<file path="src/rtl/najla_stream_scoreboard.sv">
// Stream scoreboard: buffers expected samples in a FIFO and compares them lane by lane
// against the actual stream. Optional watchdog is built when NAJLA_SB_TIMEOUT_EN is defined.
module najla_stream_scoreboard #(
  parameter int          W       = 64,
  parameter int          LANES   = 2,
  parameter int          DEPTH   = 16,
  parameter int unsigned NSAMP   = 1024,
  parameter int          MAXLOG  = 5,
  parameter int          TIMEOUT = 4096
) (
  input  logic                  clk,
  input  logic                  rst,
  input  logic                  start,
  input  logic                  exp_valid,
  output logic                  exp_ready,
  input  logic [LANES*W-1:0]    exp_data,
  input  logic                  act_valid,
  output logic                  act_ready,
  input  logic [LANES*W-1:0]    act_data,
  output logic [LANES*32-1:0]   mism_cnt,
  output logic [31:0]           sample_cnt,
  output logic                  busy,
  output logic                  done,
  output logic                  pass,
  output logic                  timeout,
  output logic                  log_valid,
  output logic [31:0]           log_index,
  output logic [LANES-1:0]      log_lanes
);

  localparam int          AW       = $clog2(DEPTH);
  localparam logic [31:0] LAST_IDX = 32'(NSAMP - 1);
  localparam logic [31:0] LOG_MAX  = 32'(MAXLOG);

  typedef enum logic [1:0] {IDLE, RUN, DONE} state_t;

  state_t               state;
  logic [LANES*W-1:0]   mem [DEPTH];
  logic [AW-1:0]        wr_ptr;
  logic [AW-1:0]        rd_ptr;
  logic [AW:0]          count;
  logic [31:0]          log_cnt;
  logic                 full;
  logic                 push;
  logic                 pop;
  logic                 wd_fire;
  logic [LANES-1:0]     lane_mism;
  logic [LANES-1:0]     lane_nz;

  assign full      = (count == (AW+1)'(DEPTH));
  assign exp_ready = (state == RUN) && !full;
  assign act_ready = (state == RUN) && (count != '0);
  assign push      = exp_valid && exp_ready;
  assign pop       = act_valid && act_ready;

  // Per-lane compare against the FIFO head; lane_nz tells whether a lane ends the sample with a nonzero count
  always_comb begin
    lane_mism = '0;
    lane_nz   = '0;
    for (int k = 0; k < LANES; k++) begin
      lane_mism[k] = (act_data[k*W +: W] != mem[rd_ptr][k*W +: W]);
      lane_nz[k]   = lane_mism[k] || (mism_cnt[k*32 +: 32] != '0);
    end
  end

  always_ff @(posedge clk) begin
    if (push) mem[wr_ptr] <= exp_data;
  end

`ifdef NAJLA_SB_TIMEOUT_EN
  logic [31:0] idle_cnt;
  logic        timeout_q;

  assign wd_fire = (state == RUN) && !pop && (idle_cnt == 32'(TIMEOUT - 1));
  assign timeout = timeout_q;

  always_ff @(posedge clk) begin
    if (rst) begin
      idle_cnt  <= '0;
      timeout_q <= 1'b0;
    end else if (state != RUN) begin
      if (start) begin
        idle_cnt  <= '0;
        timeout_q <= 1'b0;
      end
    end else if (pop) begin
      idle_cnt <= '0;
    end else if (wd_fire) begin
      timeout_q <= 1'b1;
    end else begin
      idle_cnt <= idle_cnt + 32'd1;
    end
  end
`else
  assign wd_fire = 1'b0;
  assign timeout = 1'b0;
`endif

  always_ff @(posedge clk) begin
    log_valid <= 1'b0;
    if (rst) begin
      state      <= IDLE;
      wr_ptr     <= '0;
      rd_ptr     <= '0;
      count      <= '0;
      log_cnt    <= '0;
      sample_cnt <= '0;
      mism_cnt   <= '0;
      busy       <= 1'b0;
      done       <= 1'b0;
      pass       <= 1'b0;
      log_index  <= '0;
      log_lanes  <= '0;
    end else begin
      case (state)
        IDLE, DONE: begin
          if (start) begin
            state      <= RUN;
            wr_ptr     <= '0;
            rd_ptr     <= '0;
            count      <= '0;
            log_cnt    <= '0;
            sample_cnt <= '0;
            mism_cnt   <= '0;
            busy       <= 1'b1;
            done       <= 1'b0;
            pass       <= 1'b0;
          end
        end
        RUN: begin
          if (push) wr_ptr <= wr_ptr + AW'(1);
          if (pop)  rd_ptr <= rd_ptr + AW'(1);
          count <= count + (AW+1)'(push) - (AW+1)'(pop);
          if (pop) begin
            sample_cnt <= sample_cnt + 32'd1;
            for (int k = 0; k < LANES; k++) begin
              if (lane_mism[k] && (mism_cnt[k*32 +: 32] != '1))
                mism_cnt[k*32 +: 32] <= mism_cnt[k*32 +: 32] + 32'd1;
            end
            if ((lane_mism != '0) && (log_cnt < LOG_MAX)) begin
              log_valid <= 1'b1;
              log_index <= sample_cnt;
              log_lanes <= lane_mism;
              log_cnt   <= log_cnt + 32'd1;
            end
            if (sample_cnt == LAST_IDX) begin
              state <= DONE;
              busy  <= 1'b0;
              done  <= 1'b1;
              pass  <= (lane_nz == '0);
            end
          end else if (wd_fire) begin
            state <= DONE;
            busy  <= 1'b0;
            done  <= 1'b1;
            pass  <= 1'b0;
          end
        end
        default: state <= IDLE;
      endcase
    end
  end

endmodule

</file>
<file path="config.mk">
export PLATFORM = sky130hd
export DESIGN_NAME = najla_stream_scoreboard
export DESIGN_NICKNAME = d
export VERILOG_FILES = /design/src/rtl/najla_stream_scoreboard.sv
export SDC_FILE = /design/constraint.sdc
export NUM_CORES = 2
export LEC_CHECK = 0
export CAP_MARGIN = 20
export CORE_MARGIN = 2
export CORE_UTILIZATION = 50
export CTS_BUF_LIST = sky130_fd_sc_hd__clkbuf_16
export CTS_CLUSTER_SIZE = 40
export DETAILED_ROUTE_END_ITERATION = 16
export DONT_BUFFER_PORTS = 1
export GPL_TIMING_DRIVEN = 0
export PLACE_DENSITY = 0.7
export SETUP_SLACK_MARGIN = 0.5
export SLEW_MARGIN = 20
export SYNTH_ARGS = -nofsm -noshare
export SYNTH_HDL_FRONTEND = slang
export SYNTH_SLANG_ARGS = --single-unit
export TNS_END_PERCENT = 5
</file>
<file path="constraint.sdc">
create_clock -name clk -period 5.1 [get_ports clk]
set_clock_uncertainty 0.05 [all_clocks]
set_input_delay 0.51 -clock clk [delete_from_list [all_inputs] [get_ports clk]]
set_output_delay 0.51 -clock clk [all_outputs]
set_load 0.005 [all_outputs]
</file>
==> run metrics <==
CTS max path bufs=3; RSZ-0062 raised after global routing=yes; Post-Synthesis Cells=4660; Peak VDD IR=0.319 mV; CTS tree=yes; CORE AREA=178000 sq um; outcome=complete, no violations; number of synthesized flops with an enable pin=2048; Post-Place Setup Slack=-1830 ps; Routed WL=287 mm; Die Span Y=427 um; pin count of the biggest net entering global routing=36; initial antenna violation count=42; Leak Pwr=0.0344 uW; gr usage total=31.2%; CP max-delay cell=nor4_2; most frequent cells in the layout=2048 x edfxtp_1, 447 x mux4_2, 290 x mux2i_1, 224 x clkbuf_16, 182 x dfxtp_1; CP Max Fanout=11; H-tree depth=4; Post-synth ARST share=0%; met3 wire length=35.7 mm; vias per cell=6.59; max incr delay on CP=470 ps; most used cell, CP=buf_8; initial core utilization=50.2%; sequential share of the synthesized area=73.0%; Post-Layout Cell Count=7802; # DRC=0; Max Clk Rate=207 MHz; syn_nets=4940; fillers=12498; Setup crit end kind=flop; class of the worst hold path=in -> reg; WP data required=5770 ps; Slew Limit Fails=0; first-pass GRT wire length=390 mm; Core Util, Final=59.6%; Pre-Repair DR Iteration Count=6; Clk Latency, worst-skew pair=870 ps; Starting DRT DRC Count=7808; CP bufs+invs=7; clk slew on worst S/H paths=60 ps; Area Overhead vs Synth=18.7%; PnR worst setup slack=260 ps; Met2 Routed Length=135 mm; clock root buffer=clkbuf_16; HPWL after DPL=186 mm; met1 WL=99.6 mm; Boundary Pins=398; Syn Area/Cell=19.2 sq um; grt ovf=0; Synth Flop Type=edfxtp_1; Cell Pwr Density=342 nW/um^2; vias in the first global route=48915; number of nets still failing antenna checks after routing=0; CP startpoint kind=flop; delay-heaviest family, CP=buffers and inverters; drt wl/cell=36.8 um; final cycle utilization of the critical path=94.9%; chip width=427 um; Clock Sinks=2233; area occupied by multi-input gates=23400 sq um; max_cap viols=0; critical-path cell list=buf_8 -> buf_12 -> buf_8 -> buf_6 -> buf_8 -> mux4_2 -> mux2i_4 -> nor3_1 -> a21oi_2 -> o31ai_1 -> nor4_2 -> and4_4 -> nand2_4 -> o211ai_4 -> buf_8 -> buf_12 -> mux2i_1 -> nor2_1; share of layout cells above drive strength 1=24.9%; placed cells=7089; Slew headroom=28.9%; Vias=51386; CTS buffer count=219; commonest non-fill, non-tap cell in the layout=edfxtp_1; die area=182000 sq um; Setup CP Type=reg -> reg; Hold Fails Final Rpt=0; Sequential cell area=65200 sq um; port bufs=0; Ys Warns=0; Final Critical Period=4840 ps; Seq cells post-synth=2233; Post-Syn Area=89300 sq um; Critical Path AT=5510 ps; Worst-Margin Slew=1060 ps; Rows=155; DR top layer=met5; final setup violation count=0; routability cong.=0.953; post-synthesis cell type count=93; nets=5513
cells by family after synthesis:
kind of cell	count (synthesis)	synth area share, %
xor+xnor	209	2.05
simple gates	714	4.13
flops	2233	73.0
mux	798	15.5
fa+ha+maj	19	0.275
other cells	1	0.00420
compound gates	410	3.19
buf+inv	276	1.83
power breakdown:
| part | internal (uW) | switching [uW] | leakage (uW) |
|---|---|---|---|
| Sequential | 20000 | 18.7 | 0.0199 |
| Combinational | 326 | 660 | 0.0109 |
| Clock | 8280 | 6970 | 0.00350 |
state kept, by name (all words and copies together) (netlist names), named ones only:
name	cells
busy	1
count	5
done	1
log_cnt	32
log_index	32
log_lanes	2
log_valid	1
mem	2048
mism_cnt	64
pass	1
rd_ptr	4
sample_cnt	32
state	2
wr_ptr	4
cells in the mapped netlist (all sizes together), types with 52 or more instances:
cell type / number / area, sq um
xnor2: 103 / 902
and2: 53 / 332
buf: 163 / 1200
dfxtp: 185 / 3700
inv: 52 / 195
edfxtp: 2048 / 61500
a21oi: 85 / 429
xor2: 106 / 928
clkbuf: 57 / 216
nand3: 74 / 370
nor2: 149 / 574
mux2i: 313 / 3130
nand2: 152 / 573
o21ai: 55 / 275
mux4: 460 / 10400
timing repair:
item,in CTS,in global routing
buffers inserted,70,71
pin swaps,35,33
hold buffers,130,0
setup endpoints to repair,129,125
endpoints found under the hold margin,2054,0
gates resized for setup,494,117
cloned,5,2
per-stage QoR:
stage	cell area [sq um]	hold slack, ps	TNS (ps)	power, uW
finish	106000	50.7	0	36300
global route	106000	63.4	0	37100
CTS	105000	1.68	0	36300
detailed placement	94000	396	-206170	21000
global placement	92200	393	-8966090	21000
floorplan	89300	375	0	20800
layer usage:
layer / up-vias / global-route usage, %
met5: - / 0
met4: 18 / 15.7
met3: 781 / 8.90
met2: 3797 / 48.8
met1: 26521 / 40.2
li1: 20269 / -
final timing paths:
| path | from | endpoint | slack, ps | depth (start not counted) |
|---|---|---|---|---|
| min | rst | mism_cnt[14] | 50 | 3 |
| max reg2reg | flop | log_index[27] | 260 | 18 |
| min reg2reg | log_cnt[7] | log_cnt[7] | 410 | 1 |
| max | flop | log_index[27] | 260 | 18 |
worst min-delay path: stages:
cell and delay, ps:
nand2b_1 200, or4_1 150, nand2_1 40
area by class of cell:
cell class                 instances  share of cell area [%]
clock buffer                     222                    5.24
clock inverter                   184                    1.07
antenna                           29                  0.0685
tap                             2355                    2.78
timing repair buffer             351                    4.16
multi-input combinational       2152                    22.1
sequential                      2233                    61.5
buffer                           222                    2.90
inverter                          54                   0.198
Power figures use the tool's default switching activity.
